--- src/rtl/usb_tx_pkg.sv ---
`default_nettype none
// ============================================================================
// Module      : usb_tx_pkg
// Description : Shared constants and state encoding for the USB TX arbiter.
// Revision    : 1.0 - initial release
// ============================================================================
package usb_tx_pkg;

    localparam logic [3:0] c_PID_NONE  = 4'd0;
    localparam logic [3:0] c_PID_ACK   = 4'd2;
    localparam logic [3:0] c_PID_NAK   = 4'd10;
    localparam logic [3:0] c_PID_STALL = 4'd14;
    localparam logic [3:0] c_PID_DATA0 = 4'd3;
    localparam logic [3:0] c_PID_DATA1 = 4'd11;

    localparam logic [1:0] c_HS_ACK   = 2'd0;
    localparam logic [1:0] c_HS_NAK   = 2'd1;
    localparam logic [1:0] c_HS_STALL = 2'd2;
    localparam logic [1:0] c_HS_RSVD  = 2'd3;

    localparam logic [6:0] c_MAX_PAYLOAD = 7'd64;

    typedef enum logic [2:0] {
        ST_IDLE       = 3'd0,
        ST_ISSUE      = 3'd1,
        ST_WAIT_START = 3'd2,
        ST_ACTIVE     = 3'd3,
        ST_GAP        = 3'd4
    } tx_state_e;

    function automatic logic [3:0] hs_pid(input logic [1:0] hs_kind);
        case (hs_kind)
            c_HS_ACK:   return c_PID_ACK;
            c_HS_NAK:   return c_PID_NAK;
            c_HS_STALL: return c_PID_STALL;
            default:    return c_PID_NONE;
        endcase
    endfunction

endpackage
`default_nettype wire

--- src/rtl/usb_tx_gap_timer.sv ---
`default_nettype none
// ============================================================================
// Module      : usb_tx_gap_timer
// Description : Loadable down-counter shared by start timeout and IPG gap.
// Revision    : 1.0 - initial release
// ============================================================================
module usb_tx_gap_timer
    import usb_tx_pkg::*;
#(
    parameter int WIDTH = 5
) (
    input  logic             clk,
    input  logic             rst,
    input  logic             load,
    input  logic [WIDTH-1:0] load_value,
    output logic             expired
);

    logic [WIDTH-1:0] r_count;

    // Saturates at zero so an idle timer never wraps.
    always_ff @(posedge clk or posedge rst) begin
        if (rst) begin
            r_count <= '0;
        end else if (load) begin
            r_count <= load_value;
        end else if (r_count != '0) begin
            r_count <= r_count - 1'b1;
        end
    end

    assign expired = (r_count <= WIDTH'(1));

endmodule
`default_nettype wire

--- src/rtl/usb_tx_arbiter.sv ---
`default_nettype none
// ============================================================================
// Module      : usb_tx_arbiter
// Description : Arbitrates handshake and data packet requests onto USB TX.
// Revision    : 1.0 - initial release
// ============================================================================
module usb_tx_arbiter
    import usb_tx_pkg::*;
#(
    parameter int IPG_CYCLES    = 16,
    parameter int START_TIMEOUT = 8
) (
    input  logic       clk,
    input  logic       rst,
    input  logic       hs_req,
    input  logic [1:0] hs_type,
    output logic       hs_done,
    input  logic       data_req,
    input  logic [6:0] data_len,
    output logic       data_done,
    output logic       data_err,
    input  logic       toggle_ack,
    input  logic       toggle_reset,
    input  logic [6:0] Buffer_Occupancy,
    input  logic       TX_Transfer_Active,
    input  logic       TX_Error,
    output logic [3:0] TX_Packet,
    output logic       busy
);

    localparam int c_CNT_MAX = (IPG_CYCLES > START_TIMEOUT) ? IPG_CYCLES : START_TIMEOUT;
    localparam int c_CNT_W   = $clog2(c_CNT_MAX + 1);
    // Timeout is measured from the issue cycle, so WAIT_START gets one less.
    localparam logic [c_CNT_W-1:0] c_START_LOAD = c_CNT_W'(START_TIMEOUT - 1);
    localparam logic [c_CNT_W-1:0] c_GAP_LOAD   = c_CNT_W'(IPG_CYCLES);

    tx_state_e          r_state, w_next_state;
    logic               r_win_data, r_fail, r_toggle;
    logic [1:0]         r_win_hs_type;
    logic               r_hs_done, r_data_done, r_data_err;
    logic               w_hs_ok, w_hs_bad, w_data_ok, w_data_bad;
    logic               w_latch, w_tmr_load, w_tmr_expired;
    logic [c_CNT_W-1:0] w_tmr_value;
    logic               w_hs_done, w_data_done, w_data_err;

    // A request whose done pulse is currently visible is not re-arbitrated.
    assign w_hs_ok    = hs_req && !r_hs_done && (hs_type != c_HS_RSVD);
    assign w_hs_bad   = hs_req && !r_hs_done && (hs_type == c_HS_RSVD);
    assign w_data_ok  = data_req && !r_data_done && (data_len <= c_MAX_PAYLOAD)
                        && (Buffer_Occupancy >= data_len);
    assign w_data_bad = data_req && !r_data_done && (data_len > c_MAX_PAYLOAD);

    always_ff @(posedge clk or posedge rst) begin
        if (rst) begin
            r_state <= ST_IDLE;
        end else begin
            r_state <= w_next_state;
        end
    end

    always_comb begin
        w_next_state = r_state;
        case (r_state)
            ST_IDLE:       if (w_hs_ok || w_data_ok) w_next_state = ST_ISSUE;
            ST_ISSUE:      w_next_state = ST_WAIT_START;
            ST_WAIT_START: begin
                if (TX_Transfer_Active)  w_next_state = ST_ACTIVE;
                else if (w_tmr_expired)  w_next_state = ST_GAP;
            end
            ST_ACTIVE:     if (!TX_Transfer_Active) w_next_state = ST_GAP;
            ST_GAP:        if (w_tmr_expired) w_next_state = ST_IDLE;
            default:       w_next_state = ST_IDLE;
        endcase
    end

    always_comb begin
        TX_Packet   = c_PID_NONE;
        busy        = (r_state != ST_IDLE);
        w_latch     = 1'b0;
        w_tmr_load  = 1'b0;
        w_tmr_value = c_GAP_LOAD;
        w_hs_done   = 1'b0;
        w_data_done = 1'b0;
        w_data_err  = 1'b0;
        case (r_state)
            ST_IDLE: begin
                w_latch   = w_hs_ok || w_data_ok;
                w_hs_done = w_hs_bad;
                if (w_data_bad && !w_hs_ok) begin
                    w_data_done = 1'b1;
                    w_data_err  = 1'b1;
                end
            end
            ST_ISSUE: begin
                TX_Packet   = r_win_data ? (r_toggle ? c_PID_DATA1 : c_PID_DATA0)
                                         : hs_pid(r_win_hs_type);
                w_tmr_load  = 1'b1;
                w_tmr_value = c_START_LOAD;
            end
            ST_WAIT_START: begin
                if (!TX_Transfer_Active && w_tmr_expired) begin
                    w_tmr_load  = 1'b1;
                    w_hs_done   = !r_win_data;
                    w_data_done = r_win_data;
                    w_data_err  = r_win_data;
                end
            end
            ST_ACTIVE: begin
                if (!TX_Transfer_Active) begin
                    w_tmr_load  = 1'b1;
                    w_hs_done   = !r_win_data;
                    w_data_done = r_win_data;
                    w_data_err  = r_win_data && (r_fail || TX_Error);
                end
            end
            default: ;
        endcase
    end

    always_ff @(posedge clk or posedge rst) begin
        if (rst) begin
            r_win_data    <= 1'b0;
            r_win_hs_type <= c_HS_ACK;
            r_fail        <= 1'b0;
            r_hs_done     <= 1'b0;
            r_data_done   <= 1'b0;
            r_data_err    <= 1'b0;
        end else begin
            r_hs_done   <= w_hs_done;
            r_data_done <= w_data_done;
            r_data_err  <= w_data_err;
            if (w_latch) begin
                r_win_data    <= !w_hs_ok;
                r_win_hs_type <= hs_type;
                r_fail        <= 1'b0;
            end else if (TX_Error && (r_state == ST_WAIT_START || r_state == ST_ACTIVE)) begin
                r_fail <= 1'b1;
            end
        end
    end

    // Clear has priority over flip when both pulse together.
    always_ff @(posedge clk or posedge rst) begin
        if (rst) begin
            r_toggle <= 1'b0;
        end else if (toggle_reset) begin
            r_toggle <= 1'b0;
        end else if (toggle_ack) begin
            r_toggle <= !r_toggle;
        end
    end

    usb_tx_gap_timer #(
        .WIDTH(c_CNT_W)
    ) u_timer (
        .clk        (clk),
        .rst        (rst),
        .load       (w_tmr_load),
        .load_value (w_tmr_value),
        .expired    (w_tmr_expired)
    );

    assign hs_done   = r_hs_done;
    assign data_done = r_data_done;
    assign data_err  = r_data_err;

endmodule
`default_nettype wire

--- config.mk ---
export PLATFORM = sky130hd
export DESIGN_NAME = usb_tx_arbiter
export DESIGN_NICKNAME = d
export VERILOG_FILES = /design/src/rtl/usb_tx_pkg.sv /design/src/rtl/usb_tx_gap_timer.sv /design/src/rtl/usb_tx_arbiter.sv
export SDC_FILE = /design/constraint.sdc
export NUM_CORES = 1
export LEC_CHECK = 0
export CORE_MARGIN = 4
export CORE_UTILIZATION = 55
export CTS_BUF_LIST = sky130_fd_sc_hd__clkbuf_2
export DETAILED_ROUTE_END_ITERATION = 12
export DONT_BUFFER_PORTS = 1
export GPL_ROUTABILITY_DRIVEN = 0
export GPL_TIMING_DRIVEN = 1
export PLACE_DENSITY = 0.7
export SYNTH_ARGS = -nofsm -noshare
export SYNTH_HDL_FRONTEND = slang
export SYNTH_SLANG_ARGS = --single-unit
--- constraint.sdc ---
create_clock -name clk -period 1.8 [get_ports clk]
set_input_delay 0.54 -clock clk [delete_from_list [all_inputs] [get_ports clk]]
set_output_delay 0.54 -clock clk [all_outputs]
set_load 0.05 [all_outputs]
==> metrics.json <==
{
  "via_per_inst": 5.34,
  "postCtsHoldBufs": 0,
  "detailedRoute.firstPassIterationCount": 4,
  "placement.setup.worst_slack_ns": -0.214,
  "dominantRegCellSynth": "sky130_fd_sc_hd__dfrtp_1",
  "cts.root.buffer_cell": "sky130_fd_sc_hd__clkbuf_2",
  "postSynthCellCount": 113,
  "ff2ff_path_depth": 5,
  "route.final.wire_length_um": 2080,
  "final_nets": 168,
  "p_per_area_nw_per_um2": 1610,
  "gr-total-overflow": 0,
  "vdd.ir_drop.worst_mv": 1.10,
  "leakagePower_nw": 0.610,
  "worstSkewPairLatency_ns": 0.28,
  "finalCritPeriodShare_pct": 108,
  "slew_headroom_pct": 60.5,
  "maxCapViolCount": 0,
  "cts_tree": "yes",
  "core_area_um2": 1760,
  "synth_async_sr_flop_share_pct": 100,
  "final-instance-count-excl-fill": 155,
  "cp_data_arrival_time_ns": 1.40,
  "sw_frac_of_total_pct": 46.1,
  "vias_in_the_first_global_route": 874,
  "rsz0062_at_grt": "true",
  "setup_viol": 5,
  "clkSlewWorstSetupHoldPaths_ns": 0.15,
  "clock-skew-final_ns": 0.00739,
  "finalHoldViolations": 0,
  "grt_first_pass_wirelength_um": 3600,
  "cts.sink_count": 16,
  "fp.dieW_um": 51.5,
  "synth_warnings": 0,
  "placement.io_buffers": 0,
  "die_height_um": 51.5,
  "detailedRoute.firstIterationViolations": 5,
  "max_clock_freq_ghz": 0.517,
  "dp.final_hpwl_um": 1660,
  "path_max_fanout": 3,
  "avgSynthCellArea_um2": 9.21,
  "hp-class": "input port to async pin",
  "number_of_antenna_violations_at_the_first_check_in_global_routing": 0,
  "final_max_slew_viol_count": 0,
  "cts.htree.levels": 1,
  "power.share.combinational_pct": 59.0,
  "cp-start-kind": "flip-flop",
  "area_growth_pct": 20.3,
  "power.share.clock_pct": 7.6,
  "intPower_mw": 1.09,
  "synth.cell_area_um2": 1040,
  "die_area_um2": 2650,
  "yosysUniqueCellTypes": 31,
  "run_status": "finished, violations left",
  "failed_checks": "setup timing",
  "io-pin-count": 32,
  "fill_cell_count": 158,
  "p_switching_uw": 929,
  "drive_above_1_share_pct": 24.6,
  "worst-slew-pin-transition_ns": 0.591,
  "crit_required_ns": 1.26,
  "syn-num-nets": 149,
  "wl_per_cell_um": 13.4,
  "dp_cells": 147,
  "synth_seq_cells": 16,
  "grt_usage_pct": 18.1,
  "diodes": 0,
  "setup.worst_path.end_class": "primary output",
  "setup.worst_path.class": "flip-flop to primary output",
  "timing.final.ws_setup_ns": -0.136,
  "clock_path_buffers": 2,
  "ant_nets": 0,
  "route.vias.total": 828,
  "final.min_clock_period_ns": 1.94,
  "floorplan.initialDensity_pct": 59.0,
  "number_of_enable_type_register_cells_in_the_synthesized_netlist": 0,
  "regToRegSetupSlack_ns": 0.16,
  "placementRows": 15,
  "grt_max_degree": 17,
  "synth-seq-area-share_pct": 38.5,
  "drc_errors": 0,
  "part_of_the_total_power_dissipated_in_sequential_elements_pct": 33.4,
  "cts_buffer_count": 3
}
-- cell usage in the layout, fill, tap and decap left out, types with 2 or more instances in the layout --
master,n
sky130_fd_sc_hd__dfrtp_1,16
sky130_fd_sc_hd__inv_1,15
sky130_fd_sc_hd__ha_1,12
sky130_fd_sc_hd__buf_4,11
sky130_fd_sc_hd__a21oi_1,10
sky130_fd_sc_hd__nand2_1,9
sky130_fd_sc_hd__nor2_1,8
sky130_fd_sc_hd__o21ai_0,6
sky130_fd_sc_hd__xnor2_1,4
sky130_fd_sc_hd__clkbuf_2,3
sky130_fd_sc_hd__nor3_1,2
sky130_fd_sc_hd__and2_1,2
sky130_fd_sc_hd__nor2_2,2
sky130_fd_sc_hd__o31ai_1,2
sky130_fd_sc_hd__mux2_1,2
sky130_fd_sc_hd__buf_6,2
sky130_fd_sc_hd__buf_12,2
-- cell families (layout without fill, tap and decap cells) --
group | Yosys count | count (layout) | synth area share [%]
flip-flops | 16 | 16 | 38.5
AO/OA/AOI/OAI | 26 | 26 | 16.8
XOR/XNOR | 5 | 5 | 4.21
buffers and inverters | 16 | 33 | 5.77
adder cells (fa/ha/maj) | 12 | 12 | 14.4
multiplexers | 2 | 2 | 2.16
AND/OR/NAND/NOR | 36 | 36 | 18.2
-- stage by stage --
stage	hold slack, ns	TNS [ns]	power [mW]	utilization (%)	instance area (um2)
detailed placement	0.521	-0.559	1.74	66.6	1170
floorplan	0.454	-0.494	1.42	-	1050
finish	0.186	-0.448	2.01	71.0	1250
CTS	0.199	-0.485	2.00	70.4	1240
global placement	0.483	-0.457	1.70	66.6	1170
global route	0.209	-0.915	2.18	71.0	1250
-- timing repair --
action                                  CTS  global route
endpoints found under the setup margin    5             5
pin swaps                                 1             3
hold endpoints to repair                  0             0
gates resized for setup                   6             1
setup buffers                             4             1
-- Yosys cell counts, types with 2 or more instances --
cell type	n	area, um2
sky130_fd_sc_hd__mux2_1	2	22.5
sky130_fd_sc_hd__inv_1	15	56.3
sky130_fd_sc_hd__nand2_1	10	37.5
sky130_fd_sc_hd__ha_1	12	150
sky130_fd_sc_hd__dfrtp_1	16	400
sky130_fd_sc_hd__and2_1	3	18.8
sky130_fd_sc_hd__xnor2_1	4	35.0
sky130_fd_sc_hd__nor2_1	10	37.5
sky130_fd_sc_hd__nor3_1	3	15.0
sky130_fd_sc_hd__o31ai_1	2	15.0
sky130_fd_sc_hd__a21oi_1	11	55.1
sky130_fd_sc_hd__o21ai_0	6	30.0
-- power groups by stage --
stage / sequential, mW / clock [mW] / combinational (mW)
2_1_floorplan: 0.691 / 0 / 0.733
3_3_place_gp: 0.670 / 0 / 1.03
3_5_place_dp: 0.677 / 0 / 1.06
4_1_cts: 0.671 / 0.161 / 1.17
5_1_grt: 0.692 / 0.178 / 1.31
6_report: 0.672 / 0.153 / 1.19
-- metal layers --
layer  vias to the layer above  GRT usage [%]  part of all wire [%]
li1                        416              -                     -
met5                         -              0                     0
met1                       386           22.2                    43
met3                         4           2.87                   4.9
met2                        22           31.1                    51
met4                         0           7.86                   1.5
-- worst paths after layout --
check / start / end
worst max-delay path: r_win_hs_type[1]$_DFFE_PP0P_ / TX_Packet[3]
worst min-delay path: rst / r_win_hs_type[1]$_DFFE_PP0P_
worst max register to register: r_state[1]$_DFFE_PP0P_ / r_win_hs_type[0]$_DFFE_PP0P_
worst min register to register: r_fail$_DFFE_PP0P_ / r_fail$_DFFE_PP0P_
max in group asynchronous: rst / r_win_hs_type[0]$_DFFE_PP0P_
min in group clk: toggle_reset / r_toggle$_DFFE_PP0P_
-- state kept, by name (all words and copies together), names as in the netlist --
name	count
r_win_hs_type	2
hs_done	1
data_done	1
u_timer.r_count	5
r_state	3
r_fail	1
r_toggle	1
r_win_data	1
data_err	1
-- critical path: stages, from the launching register on --
cell	delay, ns
sky130_fd_sc_hd__dfrtp_1	0.43
sky130_fd_sc_hd__ha_1	0.27
sky130_fd_sc_hd__nor2_1	0.09
sky130_fd_sc_hd__a21oi_1	0.05
sky130_fd_sc_hd__nor2_1	0.12
sky130_fd_sc_hd__buf_6	0.17
-- cell type report --
type | instances | area [um2] | share of cell area [%]
Multi-Input combinational cell | 81 | 604 | 48.3
Sequential cell | 16 | 400 | 32.0
Timing Repair Buffer | 15 | 145 | 11.6
Inverter | 15 | 56.3 | 4.50
Tap cell | 25 | 31.3 | 2.50
Clock buffer | 3 | 15.0 | 1.20
Note: power is estimated with default switching activity, not from simulation.
